## config.mk

```make
export PLATFORM = sky130hd
export DESIGN_NAME = pattern_scan_ctrl_flat
export DESIGN_NICKNAME = d
export VERILOG_FILES = /design/src/rtl/pattern_scan_ctrl_if.sv /design/src/rtl/pattern_scan_ctrl.sv /design/src/flat_wrapper.sv
export SDC_FILE = /design/constraint.sdc
export NUM_CORES = 1
export LEC_CHECK = 0
export ABC_AREA = 0
export BUFFER_PORTS_ARGS = -buffer_cell sky130_fd_sc_hd__buf_2
export CAP_MARGIN = 5
export CORE_MARGIN = 1.5
export CORE_UTILIZATION = 32
export CTS_CLUSTER_DIAMETER = 100
export DETAILED_ROUTE_END_ITERATION = 16
export PLACE_DENSITY = 0.54
export SLEW_MARGIN = 25
export SYNTH_ARGS = -nofsm -noshare
export SYNTH_HDL_FRONTEND = slang
export SYNTH_SLANG_ARGS = --single-unit
```

## constraint.sdc

```tcl
create_clock -name clk -period 11 [get_ports clk]
set_clock_uncertainty 0.2 [all_clocks]
set_input_delay 0.55 -clock clk [delete_from_list [all_inputs] [get_ports clk]]
set_output_delay 0.55 -clock clk [all_outputs]
set_load 0.02 [all_outputs]
```

## src/rtl/pattern_scan_ctrl_if.sv

```systemverilog
// Start/ack handshake and data-memory port of the
// pattern scan sequencer.
interface pattern_scan_ctrl_if #(
  parameter int AW = 8
);
  logic          start;
  logic          ack;
  logic          busy;
  logic [AW-1:0] mem_addr;
  logic [7:0]    mem_rdata;
  logic [7:0]    mem_wdata;
  logic          mem_we;

  modport master (
    input  start,
    input  mem_rdata,
    output ack,
    output busy,
    output mem_addr,
    output mem_wdata,
    output mem_we
  );

  modport slave (
    output start,
    output mem_rdata,
    input  ack,
    input  busy,
    input  mem_addr,
    input  mem_wdata,
    input  mem_we
  );
endinterface

```

## src/rtl/pattern_scan_ctrl.sv

```systemverilog
// Program-3 sequencer: counts 5-bit pattern hits in a
// byte message and writes the three counts to memory.
module pattern_scan_ctrl #(
  parameter int NUM_BYTES = 32,
  parameter int PAT_ADDR  = 32,
  parameter int RES_ADDR  = 33,
  parameter int AW        = 8
) (
  input logic               clk,
  input logic               reset,
  pattern_scan_ctrl_if.master bus
);

  typedef enum logic [2:0] {
    IDLE, LDPAT, SCAN,
    WR_CTB, WR_CTO, WR_CTS,
    DONE
  } state_t;

  localparam logic [AW-1:0] PAT_A = AW'(PAT_ADDR);
  localparam logic [AW-1:0] RES_A = AW'(RES_ADDR);
  localparam logic [AW-1:0] LAST  = AW'(NUM_BYTES - 1);

  state_t        state, nxt;
  logic [AW-1:0] idx;
  logic [4:0]    pat;
  logic [7:0]    prev;
  logic [7:0]    ctb, cto, cts;
  logic [7:0]    cur;
  logic [11:0]   win;
  logic [2:0]    in_cnt;
  logic [3:0]    cs_cnt;

  assign cur = bus.mem_rdata;
  assign win = {prev[3:0], cur};

  // windows 0..3 lie inside cur; 4..7 straddle prev/cur
  always_comb begin
    in_cnt = '0;
    cs_cnt = '0;
    for (int k = 0; k < 4; k++)
      in_cnt = in_cnt + 3'(win[k +: 5] == pat);
    for (int j = 0; j < 8; j++)
      cs_cnt = cs_cnt + 4'(win[j +: 5] == pat);
  end

  always_ff @(posedge clk) begin
    if (reset) state <= IDLE;
    else       state <= nxt;
  end

  always_comb begin
    nxt           = state;
    bus.ack       = 1'b0;
    bus.busy      = 1'b0;
    bus.mem_addr  = '0;
    bus.mem_wdata = '0;
    bus.mem_we    = 1'b0;
    unique case (state)
      IDLE: begin
        if (bus.start) nxt = LDPAT;
      end
      LDPAT: begin
        bus.busy     = 1'b1;
        bus.mem_addr = PAT_A;
        nxt          = SCAN;
      end
      SCAN: begin
        bus.busy     = 1'b1;
        bus.mem_addr = idx;
        if (idx == LAST) nxt = WR_CTB;
      end
      WR_CTB: begin
        bus.busy      = 1'b1;
        bus.mem_we    = 1'b1;
        bus.mem_addr  = RES_A;
        bus.mem_wdata = ctb;
        nxt           = WR_CTO;
      end
      WR_CTO: begin
        bus.busy      = 1'b1;
        bus.mem_we    = 1'b1;
        bus.mem_addr  = RES_A + AW'(1);
        bus.mem_wdata = cto;
        nxt           = WR_CTS;
      end
      WR_CTS: begin
        bus.busy      = 1'b1;
        bus.mem_we    = 1'b1;
        bus.mem_addr  = RES_A + AW'(2);
        bus.mem_wdata = cts;
        nxt           = DONE;
      end
      DONE: begin
        bus.ack = 1'b1;
        if (bus.start) nxt = LDPAT;
      end
      default: nxt = IDLE;
    endcase
  end

  always_ff @(posedge clk) begin
    if (reset) begin
      idx  <= '0;
      pat  <= '0;
      prev <= '0;
      ctb  <= '0;
      cto  <= '0;
      cts  <= '0;
    end else begin
      case (state)
        IDLE, DONE: begin
          if (bus.start) begin
            idx  <= '0;
            prev <= '0;
            ctb  <= '0;
            cto  <= '0;
            cts  <= '0;
          end
        end
        LDPAT: begin
          pat <= bus.mem_rdata[7:3];
          idx <= '0;
        end
        SCAN: begin
          ctb  <= ctb + {5'b0, in_cnt};
          cto  <= cto + {7'b0, in_cnt != 3'd0};
          if (idx == '0) cts <= cts + {5'b0, in_cnt};
          else           cts <= cts + {4'b0, cs_cnt};
          prev <= cur;
          idx  <= idx + AW'(1);
        end
        default: ;
      endcase
    end
  end

endmodule

```

## src/flat_wrapper.sv

```systemverilog
// flat-port wrapper written by rule: the top's interface ports become plain ports
module pattern_scan_ctrl_flat 
#(
  parameter int NUM_BYTES = 32,
  parameter int PAT_ADDR  = 32,
  parameter int RES_ADDR  = 33,
  parameter int AW        = 8
)
  (clk, reset, bus_start, bus_mem_rdata, bus_ack, bus_busy, bus_mem_addr, bus_mem_wdata, bus_mem_we);
  pattern_scan_ctrl_if #(.AW(AW)) bus_i ();
  input logic clk;
  input logic reset;
  input wire logic [$bits(bus_i.start)-1:0] bus_start;
  input wire logic [$bits(bus_i.mem_rdata)-1:0] bus_mem_rdata;
  output wire logic [$bits(bus_i.ack)-1:0] bus_ack;
  output wire logic [$bits(bus_i.busy)-1:0] bus_busy;
  output wire logic [$bits(bus_i.mem_addr)-1:0] bus_mem_addr;
  output wire logic [$bits(bus_i.mem_wdata)-1:0] bus_mem_wdata;
  output wire logic [$bits(bus_i.mem_we)-1:0] bus_mem_we;
  assign bus_i.start = bus_start;
  assign bus_i.mem_rdata = bus_mem_rdata;
  assign bus_ack = bus_i.ack;
  assign bus_busy = bus_i.busy;
  assign bus_mem_addr = bus_i.mem_addr;
  assign bus_mem_wdata = bus_i.mem_wdata;
  assign bus_mem_we = bus_i.mem_we;
  pattern_scan_ctrl #(.NUM_BYTES(NUM_BYTES), .PAT_ADDR(PAT_ADDR), .RES_ADDR(RES_ADDR), .AW(AW)) u_core (.clk(clk), .reset(reset), .bus(bus_i));
endmodule
```

==> After elaboration in Yosys (flattened, before gate mapping) <==
Cells that the tools add are included.
{ "word_totals": {"output_inout_bits": 19, "inputBits": 11, "regBits": 44} }
{ "classes": {"n_mux": 15, "eq_ne": 17, "add_sub_neg": 15, "reduce_logical": 11} }
{ "ops": {"columns": ["operator", "n"], "rows": [
  ["one-hot mux 8 bit (2 select lines)", 3],
  ["one-hot mux 8 bit (3 select lines)", 2],
  ["== test 5 bit", 8],
  ["one-hot mux 8 bit (5 select lines)", 1],
  ["adder 4 x 1 -> 4 bit", 6],
  ["one-hot mux 3 bit (6 select lines)", 1],
  ["adder 8 x 3 -> 8 bit", 2],
  ["2-to-1 mux 8 bit", 2],
  ["== test 3 bit (second input constant)", 3],
  ["adder 8 x 1 -> 8 bit", 1],
  ["adder 8 x 1 -> 8 bit (second input constant)", 1],
  ["adder 8 x 4 -> 8 bit", 1],
  ["== test 8 x 5 -> 1 bit (second input constant)", 1],
  ["logical NOT 8 bit", 1],
  ["one-hot mux 4 bit (2 select lines)", 1],
  ["adder 3 x 1 -> 3 bit", 2],
  ["== test 3 x 2 -> 1 bit (second input constant)", 2],
  ["2-to-1 mux 3 bit", 2],
  ["AND reduction 2 bit", 3],
  ["nonzero test 3 bit", 2],
  ["OR reduction 5 bit", 1],
  ["adder 1 x 1 -> 2 bit", 2],
  ["inequality test 2 x 1 -> 1 bit (second input constant)", 2],
  ["== test 3 x 1 -> 1 bit (second input constant)", 1],
  ["other kinds (5)", 7]
]} }

==> Depth between registers and ports, before layout <==
Gate-level depths: netlist of run 1.
{ "logic_depth": {"word_depth": 11, "depth_mapped": 19} }

==> Worst setup path after synthesis of run 1 <==
OpenSTA, ideal clock, no wires.
{ "synth_timing": {"path_kind": "input -> register", "startpoint": "input bus_mem_rdata[5]", "endpoint": "register u_core.cts[6]", "t_arrival_ps": 4862, "path_slack_ps": 5863, "path_stages": 19, "n_path_buf": 1, "cell_sequence": "buf_1 > xnor2_1 > nand3_1 > nor3_1 > ha_1 > inv_1 > fa_1 > fa_1 > inv_1 > fa_1 > inv_1 > fa_1 > nand2_1 > o21ai_0 > fa_1 > nor2b_1 > nor3_1 > or4_1 > a31oi_1"} }
{ "synth_between": {"elab_chain_cells": 11} }
{ "synth_lines": {"columns": ["item", "line", "rtl"], "rows": [
  ["start, declared", "flat_wrapper.sv:14", "input wire logic [$bits(bus_i.mem_rdata)-1:0] bus_mem_rdata;"],
  ["== test 5 bit", "pattern_scan_ctrl.sv:42, pattern_scan_ctrl.sv:44", null],
  ["adder 1 x 1 -> 2 bit", "pattern_scan_ctrl.sv:42, pattern_scan_ctrl.sv:44", null],
  ["adder 4 x 1 -> 4 bit (6 in a row)", "pattern_scan_ctrl.sv:44", "cs_cnt = cs_cnt + 4'(win[j +: 5] == pat);"],
  ["adder 8 x 4 -> 8 bit", "pattern_scan_ctrl.sv:129", "else cts <= cts + {4'b0, cs_cnt};"],
  ["2-to-1 mux 8 bit *", "pattern_scan_ctrl.sv:128", "if (idx == '0) cts <= cts + {5'b0, in_cnt};"],
  ["one-hot mux 8 bit (2 select lines) *", "pattern_scan_ctrl.sv:111", "case (state)"],
  ["end signal, assigned", "pattern_scan_ctrl.sv:128", null],
  ["end signal, assigned", "pattern_scan_ctrl.sv:129", null],
  ["end, declared", "pattern_scan_ctrl.sv:28", "logic [7:0] ctb, cto, cts;"]
]} }
Every way passes the cells marked *; elsewhere a longest branch is shown, timed or not.
A chain may end at the register's enable or synchronous reset.

==> Final worst setup path of run 1 <==
{ "layout_timing": {"startpoint": "register u_core.pat[2]", "endpoint": "register u_core.cts[6]"} }
{ "layout_between": {"elab_chain_cells": 11} }
{ "layout_lines": {"columns": ["item", "line", "rtl"], "rows": [
  ["start, declared", "pattern_scan_ctrl.sv:26", "logic [4:0] pat;"],
  ["start signal, assigned", "pattern_scan_ctrl.sv:122", "pat <= bus.mem_rdata[7:3];"],
  ["== test 5 bit", "pattern_scan_ctrl.sv:42, pattern_scan_ctrl.sv:44", null],
  ["adder 1 x 1 -> 2 bit", "pattern_scan_ctrl.sv:42, pattern_scan_ctrl.sv:44", null],
  ["adder 4 x 1 -> 4 bit (6 in a row)", "pattern_scan_ctrl.sv:44", null],
  ["adder 8 x 4 -> 8 bit", "pattern_scan_ctrl.sv:129", null],
  ["2-to-1 mux 8 bit *", "pattern_scan_ctrl.sv:128", null],
  ["one-hot mux 8 bit (2 select lines) *", "pattern_scan_ctrl.sv:111", null]
]} }
Marked as above.

==> results of run 1 <==
power by group through the flow:
stage	combinational, W	clock [W]	sequential [W]
6_report	0.0000930	0.000113	0.000178
5_1_grt	0.000105	0.000120	0.000180
4_1_cts	0.0000942	0.000116	0.000178
3_5_place_dp	0.0000940	0	0.000182
3_3_place_gp	0.0000915	0	0.000182
2_1_floorplan	0.0000826	0	0.000170
cell families after synthesis:
logic type | count (synthesis)
fa+ha+maj | 22
mux | 16
compound gates | 86
simple gates | 136
buf+inv | 47
xor+xnor | 48
flops | 44
sequential cells by signal (all words and copies together), names as in the netlist:
| signal | count |
|---|---|
| u_core.cto | 8 |
| u_core.cts | 8 |
| u_core.prev | 4 |
| u_core.idx | 8 |
| u_core.state | 3 |
| u_core.ctb | 8 |
| u_core.pat | 5 |
worst min-delay path: stages, from the launching register on:
cell     delay, ns
dfxtp_1       0.34
nand3_1       0.07
a21oi_1       0.05
metal layers:
metal | wire length, um | GRT usage | vias up
met1 | 4030 | 0.220 | 1341
met2 | 3590 | 0.250 | 59
met5 | 0 | 0 | -
met4 | 13 | 0.0270 | 0
li1 | - | - | 1407
met3 | 287 | 0.0276 | 2
through the flow:
step | hold slack (ns) | area [sq um] | total power (W) | setup slack, ns | std cells
2_1_floorplan | 0.256 | 3220 | 0.000252 | 5.86 | 399
6_report | 0.308 | 3520 | 0.000384 | 5.75 | 540
5_1_grt | 0.326 | 3520 | 0.000405 | 5.46 | 540
3_5_place_dp | 0.290 | 3430 | 0.000276 | 5.71 | 532
3_3_place_gp | 0.276 | 3420 | 0.000273 | 5.80 | 532
4_1_cts | 0.304 | 3520 | 0.000389 | 5.70 | 540
worst max path at each step:
| stage | depth (start not counted) | endpoint | slack, ns |
|---|---|---|---|
| final | 18 | u_core.cts[6] | 5.75 |
| after global placement | 19 | u_core.cts[6] | 5.80 |
| after detailed placement | 19 | u_core.cts[6] | 5.71 |
| after global routing | 18 | u_core.cts[6] | 5.46 |
| after CTS | 18 | u_core.cts[6] | 5.70 |
| after floorplan | 19 | u_core.cts[6] | 5.86 |
synthesized netlist by cell type, types with 2 or more instances:
master     instances
a31oi_1            6
nand3_1           15
o21ai_0           23
mux2i_1           14
o2111ai_1          4
a21oi_1           20
and2_1             8
o311ai_0           2
buf_2              2
nor2b_1            5
o41ai_1            2
xnor2_1           25
and3_1             4
a21o_1             3
o211ai_1           3
o21a_1             4
dfxtp_1           44
or4_1              3
or2_2              2
a22oi_1            8
nor3_1            12
xor2_1            23
nand4_1            6
clkbuf_1          19
or3_1              9
inv_1             17
a211o_1            2
fa_1               7
nand2b_1           2
buf_4              2
nor2_1            35
buf_1              7
ha_1              15
mux2_2             2
nand2_1           27
final cells by class:
cell class / count / share of cell area
clock buffer: 7 / 0.0245
clock inverter: 1 / 0.00213
inverter: 17 / 0.0181
multi-input combinational: 308 / 0.614
sequential: 44 / 0.251
tap: 133 / 0.0473
timing repair buffer: 30 / 0.0434
==> metrics.txt, run 1 <==
Period minus WS final between 5 and 6 ns; crit path from u_core.pat[2]; Crit path largest cell delay ~0.63 ns; Critical-path top delay cell dfxtp_1; layout cells sized above 1 0.113; CTS root buffer clkbuf_8; hold_buf cts 0; relative slew slack 0.489; Netlist cell types between 50 and 60; TritonCTS clock tree yes; switching fraction of total power 0.340; initial antenna violation count 0; combinational share of power 0.242; YS warnings 0; commonest non-fill, non-tap cell in the layout dfxtp_1; worst-path cell chain xnor2_1, nand3_1, nor3_1, ha_1, inv_1, fa_1, fa_1, inv_1, fa_1, inv_1, fa_1, nand2_1, o21ai_0, fa_1, nor2b_1, nor3_1, or4_1, a31oi_1; largest net degree at the start of global routing 38; DRT Pass-1 Iters 5; Crit Path Class flop to flop; FF-to-FF End u_core.cts[6]; Net Sw Power between 0.0001 and 0.00015 W; final setup violating endpoints 0; dominant cells by area after synthesis dfxtp_1 27%, xnor2_1 6.8%, xor2_1 6.3%; Starting Density 0.330; cells on worst reg2reg path 18; vias per inst ~5.2; Final Max Slew Viols 0; most frequent cells in the layout 43 x dfxtp_1, 35 x nor2_1, 29 x buf_2, 27 x nand2_1, 25 x xnor2_1; largest family of logic cells by synthesized area simple AND/OR/NAND/NOR gates; first-pass GRT wire length ~13000 um; post-DR wirelength/cell 14.7 um; family with the most delay on the worst path adder cells; hold path endpoint u_core.cts[2]; Synth Flop Type dfxtp_1; critical path fanouts, max 9; antenna-violating nets left 0; PostCTS Resize Cnt 0; arrival time at the worst endpoint roughly 5.3 ns; Site Rows 36; post-synthesis mux area share 0.0505; Adder-Cell Fraction of Synth Area 0.102; Tcrit/Tclk final 0.477; CP Capture Type flop; maximum vdd drop roughly 0.060 mV; r2r setup slk roughly 5.8 ns; core area 0.00977 sq mm; Final Hold Viols 0; max-cap violations 0; sequential share of power 0.463; routed wire length between 7000 and 8000 um; H-Tree Level Count 2; Clk pin slew, worst setup/hold paths 0.09 ns; post-synth top area cell dfxtp_1; Req. time, crit path between 10 and 15 ns; chip height 103 um; Diodes inserted 0; Die ar. between 0.01 and 0.015 sq mm; clock share of power 0.295; Synth Area in Compound Gates 0.172; total track usage 0.155; footprint of the multi-input gates about 0.0022 sq mm; Startpoint Class flop; unrepaired setup endpoints after global routing no; Synth-to-Final Area Change 9.28%; max frequency 0.191 GHz; Yosys top cell area share 0.273; Hold Path Depth 2; synthesized area per cell ~8.1 sq um; power per cell area 109 mW/mm^2; status completed; most used cell along the critical path fa_1; cells after synthesis between 300 and 400; Max Root-Sink Buffers 2; Hold Startpoint u_core.cts[2]; GP Congestion ~0.78; final core utilization 0.360; FFs w/ async S/R, synth 0; Port Buffer Count 29; static leakage ~1.4 nW; Tightest Pin Transition ~0.77 ns; die span in x approximately 100 um; Overflow after GRT 0; Synth Area in Simple Gates 0.214; number of CTS-inserted buffers 5; Post-Synth XOR/XNOR Area 0.130; IO Count 30; Seq/Total Area, Yosys 0.273; DRT iter0 DRCs between 80 and 90; Setup TNS 0 ns; area of the mapped netlist 0.00322 sq mm; EDFF count, synth 0; via count roughly 2.8k; clock tree sinks between 40 and 50; FF-to-FF Start u_core.pat[2]; DRC 0; placed wire-length estimate 5690 um; Final #Nets around 440; setup bufs post-CTS 0; Bufs and invs on worst path 3; Seq cells post-synth 44; vias in the first global route around 2.6k; worst min path class flop to flop; syn_nets around 430; fillcell total 1047; Power Internal 0.000254 W; FF/Latch Area a little under 900 sq um; worst skew pair latency ~0.30 ns
No activity file was read; power rests on OpenSTA's default activity.
==> run 2, diff against run 1 <==
PLACE_DENSITY = 0.56   (was 0.54)
clock period = 4.7 ns   (was 11 ns; I/O delays follow)
==> run 2 against run 1 <==
Compared with the run above: power rose to 2.6 times the previous value; worst hold slack got worse by 0.25 ns; fmax rose by 14%; highest routed layer unchanged.
==> metrics.txt, run 2 (same netlist as run 1, synthesis figures left out) <==
FF-to-FF Start u_core.pat[0]; Hold Path Depth 3 (+1); final setup violating endpoints 0 (unchanged); setup ws final 0.105 ns (-5.65 ns); Hold Startpoint bus_mem_rdata[0]; Crit Path Class flop to flop; total track usage 0.163 (+0.00744); antenna-violating nets left 0 (unchanged); Tightest Pin Transition 0.819 ns (+0.0516 ns); power per cell area 262 mW/mm^2 (+140%); CTS root buffer clkbuf_8; Startpoint Class flop; DRC 0 (unchanged); commonest non-fill, non-tap cell in the layout dfxtp_1; vias per inst 5.14 (-1.2%); largest net degree at the start of global routing 38 (unchanged); CP Capture Type flop; Final Max Slew Viols 0 (unchanged); cells on worst reg2reg path 18 (unchanged); worst min path class input port to flop; Overflow after GRT 0 (unchanged); die span in x 103 um (unchanged); DRT iter0 DRCs 107 (+20%); core area 0.00977 sq mm (unchanged); Tcrit/Tclk final 0.978 (+0.500); H-Tree Level Count 2 (unchanged); Final #Nets 461 (+5.0%); first-pass GRT wire length 13700 um (+4.7%); placed wire-length estimate 5940 um (+4.3%); Req. time, crit path 4.72 ns (-6.30 ns); Period minus WS final 4.59 ns (-0.654 ns); hold_buf cts 0 (unchanged); arrival time at the worst endpoint 4.61 ns (-0.66 ns); max frequency 0.218 GHz (+14%); vias in the first global route 2776 (+5.1%); minimum hold slack 0.0536 ns (-0.254 ns); maximum vdd drop 0.139 mV (+130%); Die ar. 0.0107 sq mm (unchanged); critical path fanouts, max 3 (-6); Setup TNS 0 ns (unchanged); status completed; Max Root-Sink Buffers 2 (unchanged); IO Count 30 (unchanged); via count 2888 (+2.8%); post-route cell area 0.00384 sq mm (+9.0%); Site Rows 36 (unchanged); worst skew pair latency 0.29 ns (about the same); Port Buffer Count 29 (unchanged); Synth-to-Final Area Change 19.1%; clock tree sinks 44 (unchanged); routed wire length 8430 um (+6.4%); DRT Pass-1 Iters 4 (-1); Placed Area 0.00354 sq mm (+3.4%); Starting Density 0.330 (unchanged); static leakage 1.53 nW (+11%); Clk pin slew, worst setup/hold paths 0.09 ns (about the same); most frequent cells in the layout 38 x dfxtp_1, 35 x nor2_1, 29 x buf_2, 27 x nand2_1; Diodes inserted 0 (unchanged); chip height 103 um (unchanged); GP Congestion 0.794 (+1.3%); relative slew slack 0.452 (-0.0364); number of CTS-inserted buffers 5 (unchanged); initial antenna violation count 0 (unchanged); layout cells sized above 1 0.219 (+0.106); Final Hold Viols 0 (unchanged); max-cap violations 0 (unchanged); crit path from u_core.pat[0]; post-place setup slack -0.193 ns (-5.90 ns); post-DR wirelength/cell 15.0 um (+2.2%); TritonCTS clock tree yes
## run 2: cell types whose count changed in the layout (fill, tap and decap cells not counted), moves of 4 or more
cell | previous run | this run
buf_4 | 1 | 23
dfxtp_1 | 43 | 38
nor3_1 | 12 | 8
nor3_2 | 0 | 4
xnor2_1 | 25 | 21
xnor2_2 | 0 | 4
## run 2: worst max-delay path, cell delays in order, from the launching register on
cell and delay (ns):
dfxtp_4 0.37, xnor2_2 0.13, nand3_2 0.10, nor3_2 0.19
ha_1 0.27, inv_1 0.07, fa_1 0.42, fa_1 0.51
inv_2 0.04, fa_2 0.37, inv_2 0.07, fa_1 0.39
nand2_1 0.11, o21ai_2 0.08, fa_2 0.38, nor2b_2 0.18
nor3_2 0.06, or4_1 0.41, a31oi_1 0.16
## run 2: timing repair
action                                  in CTS  in global routing
endpoints found under the setup margin       4                  6
gates cloned                                 0                  0
setup buffers                                2                  4
pin swaps                                    7                 19
resized for setup                           10                 21
## run 2: final timing paths
check              endpoint  slack [ns]
min reg2reg   u_core.ctb[2]        0.30
min          u_core.prev[0]        0.05
max           u_core.cts[6]        0.11
max reg2reg   u_core.cts[6]        0.11
## run 2: metal layers
layer	track usage	vias up	routed length (um)
met5	0	-	0
met4	0.0166	0	26
met3	0.0228	5	233
met2	0.279	40	4110
met1	0.224	1395	4070
li1	-	1448	-
## run 2: stage by stage
step | total power [W] | instances | utilization
detailed placement | 0.000658 | 548 | 0.362
CTS | 0.000994 | 558 | 0.380
floorplan | 0.000595 | 399 | -
global placement | 0.000652 | 548 | 0.362
global route | 0.00106 | 562 | 0.392
finish | 0.00100 | 562 | 0.392
## run 2: area by class of cell
cell class | count | area [sq um]
timing repair buffer | 52 | 318
tap | 133 | 166
multi-input combinational | 308 | 2270
sequential | 44 | 896
fill | 1042 | 5940
clock inverter | 1 | 30.0
inverter | 17 | 63.8
clock buffer | 7 | 96.3
## run 2: report_power, final
| group | internal, W | switching (W) |
|---|---|---|
| Sequential | 0.000383 | 0.0000266 |
| Combinational | 0.000117 | 0.000150 |
| Clock | 0.000188 | 0.000140 |
==> run 3, diff against run 2 <==
ABC_AREA = 1   (was 0)
CAP_MARGIN = 20   (was 5)
==> run 3 against run 2 <==
Compared with the run above: sequential share of layout area about the same; die area is 4.4% higher; via count up 14%; non-clock buffer count decreased by 5; global-route usage increased by 0.53 points; register-to-register slack better by 0.19 ns; synthesized cell count is 28% higher; worst hold slack got worse by 0.037 ns.
==> metrics.txt, run 3 <==
status completed; FFs w/ async S/R, synth 0 (unchanged); minimum hold slack 0.0165 ns (-0.0371 ns); Finished Layout Cells 673 (+20%); layout cells sized above 1 0.160 (-0.0590); max-cap violations 0 (unchanged); Final Max Slew Viols 0 (unchanged); Placed Area 0.00367 sq mm (+3.7%); Netlist cell types 31 (-40%); Site Rows 37 (+2.8%); number of CTS-inserted buffers 5 (unchanged); H-Tree Level Count 2 (unchanged); cells after synthesis 509 (+28%); final core utilization 0.369 (-0.0240); first-pass GRT wire length 14900 um (+8.5%); Max Root-Sink Buffers 2 (unchanged); Seq/Total Area, Yosys 0.262 (-0.0119); Tightest Pin Transition 0.803 ns (-0.0161 ns); IO Count 30 (unchanged); post-DR wirelength/cell 13.7 um (-8.9%); Tcrit/Tclk final 0.937 (-0.0406); Seq cells post-synth 44 (unchanged); area of the mapped netlist 0.00337 sq mm (+4.5%); DRT iter0 DRCs 187 (+75%); Req. time, crit path 4.71 ns (about the same); static leakage 1.69 nW (+9.9%); antenna-violating nets left 0 (unchanged); TritonCTS clock tree yes; GP Congestion 0.828 (+4.3%); hold_buf cts 0 (unchanged); most frequent cells in the layout 117 x nand2_1, 60 x inv_1, 59 x nand3_1, 45 x a21oi_1, 40 x dfxtp_1; top-count cell post-synth nand2_1; Yosys top cell area share 0.262 (-0.0119); maximum vdd drop 0.152 mV (+9.1%); max frequency 0.227 GHz (+4.3%); Synth-to-Final Area Change 12.4%; Synth Flop Type dfxtp_1; Overflow after GRT 0 (unchanged); largest net degree at the start of global routing 38 (unchanged); syn_nets 542 (+25%); worst min path class input port to flop; post-synth top area cell dfxtp_1; routed wire length 9200 um (+9.1%); vias in the first global route 3005 (+8.2%); critical path fanouts, max 7 (+4); DP Cell Count 666 (+22%); post-route cell area 0.00379 sq mm (-1.3%); setup bufs post-CTS 0 (-2); Final Hold Viols 0 (unchanged); via count 3301 (+14%); synthesized area per cell 6.62 sq um (-18%); Post-synth top cells 117 x nand2_1, 66 x inv_1, 59 x nand3_1; vias per inst 4.90 (-4.6%); CTS root buffer clkbuf_8; power per cell area 390 mW/mm^2 (+49%); Diodes inserted 0 (unchanged); chip height 106 um (+2.2%); Startpoint Class flop; EDFF count, synth 0 (unchanged); YS warnings 0 (unchanged); placed wire-length estimate 6510 um (+9.7%); Final #Nets 570 (+24%); initial antenna violation count 0 (unchanged); die span in x 106 um (+2.2%); core area 0.0103 sq mm (+5.1%); Port Buffer Count 29 (unchanged); Die ar. 0.0112 sq mm (+4.4%); total track usage 0.168 (+0.00528); DRC 0 (unchanged); Starting Density 0.328 (-0.00189); Period minus WS final 4.40 ns (-0.191 ns); final setup violating endpoints 0 (unchanged); arrival time at the worst endpoint 4.42 ns (-0.19 ns); clock tree sinks 44 (unchanged); Crit Path Class flop to flop; DRT Pass-1 Iters 5 (+1); worst skew pair latency 0.31 ns (+0.02 ns); Clk pin slew, worst setup/hold paths 0.09 ns (about the same); relative slew slack 0.463 (+0.0108); CP Capture Type flop; commonest non-fill, non-tap cell in the layout nand2_1; unrepaired setup endpoints after global routing no; dominant cells by area after synthesis dfxtp_1 26%, nand2_1 13%, nand3_1 8.8%
-- run 3: cells by family after synthesis --
family / Yosys count / share of synthesized area
and+or+nand+nor: 237 / 0.311
buffers and inverters: 95 / 0.121
AOI/OAI and AO/OA: 82 / 0.134
DFF: 44 / 0.262
xor gates and xnor gates: 29 / 0.0754
adders and majority gates: 22 / 0.0973
-- run 3: cell type report --
cell class	instances	area (sq um)
clock inverter	1	5.00
clock buffer	6	72.6
timing repair buffer	47	280
multi-input combinational	370	2110
sequential	44	886
fill	1146	6490
tap	136	170
inverter	69	262
-- run 3: worst paths after layout --
kind	from	slack, ns	end	cells after the start
worst max-delay path	u_core.pat[4]	0.30	u_core.cts[7]	21
worst min-delay path	bus_mem_rdata[0]	0.02	u_core.prev[0]	3
worst max register to register	u_core.pat[4]	0.30	u_core.cts[7]	21
worst min register to register	u_core.ctb[7]	0.27	u_core.ctb[7]	2
-- run 3: routing by layer --
metal | share of wire | vias to the layer above | wire length (um) | track usage
li1 | - | 1703 | - | -
met1 | 0.47 | 1532 | 4320 | 0.220
met2 | 0.48 | 59 | 4460 | 0.292
met3 | 0.037 | 7 | 337 | 0.0223
met4 | 0.0097 | 0 | 89 | 0.0386
met5 | 0 | - | 0 | 0
-- run 3: stage by stage --
| step | setup TNS, ns | power [W] | setup WS (ns) |
|---|---|---|---|
| floorplan | 0 | 0.00104 | 0.0763 |
| global placement | -0.0169 | 0.00120 | -0.0169 |
| detailed placement | -0.187 | 0.00122 | -0.137 |
| CTS | 0 | 0.00147 | 0.0192 |
| global route | 0 | 0.00159 | 0.0331 |
| finish | 0 | 0.00148 | 0.296 |
-- run 3: timing repair --
| action | 4_1_cts | 5_1_grt |
|---|---|---|
| pin swaps | 5 | 10 |
| setup endpoints to repair | 3 | 7 |
| resized for setup | 6 | 13 |
-- run 3: worst max-delay path, cell delays in order (launching register included) --
cell and delay (ns):
dfxtp_1 0.36, xor2_1 0.19, nor4_2 0.23, ha_1 0.29, inv_2 0.07, fa_1 0.44
fa_1 0.45, inv_1 0.08, fa_2 0.21, inv_2 0.04, fa_1 0.43, xor2_1 0.15
o21ai_0 0.21, ha_1 0.34, nand2_1 0.10, nand2_1 0.06, nand2_1 0.06, nand3_1 0.16
nand3_1 0.11, nand2_1 0.06, inv_1 0.05, nor2_1 0.03
-- run 3: where the power goes --
| group | internal [W] | switching, W | total, W |
|---|---|---|---|
| combinational | 0.000266 | 0.000500 | 0.000766 |
| sequential | 0.000413 | 0.0000567 | 0.000469 |
| clock | 0.000102 | 0.000139 | 0.000241 |
| total | 0.000780 | 0.000696 | 0.00148 |
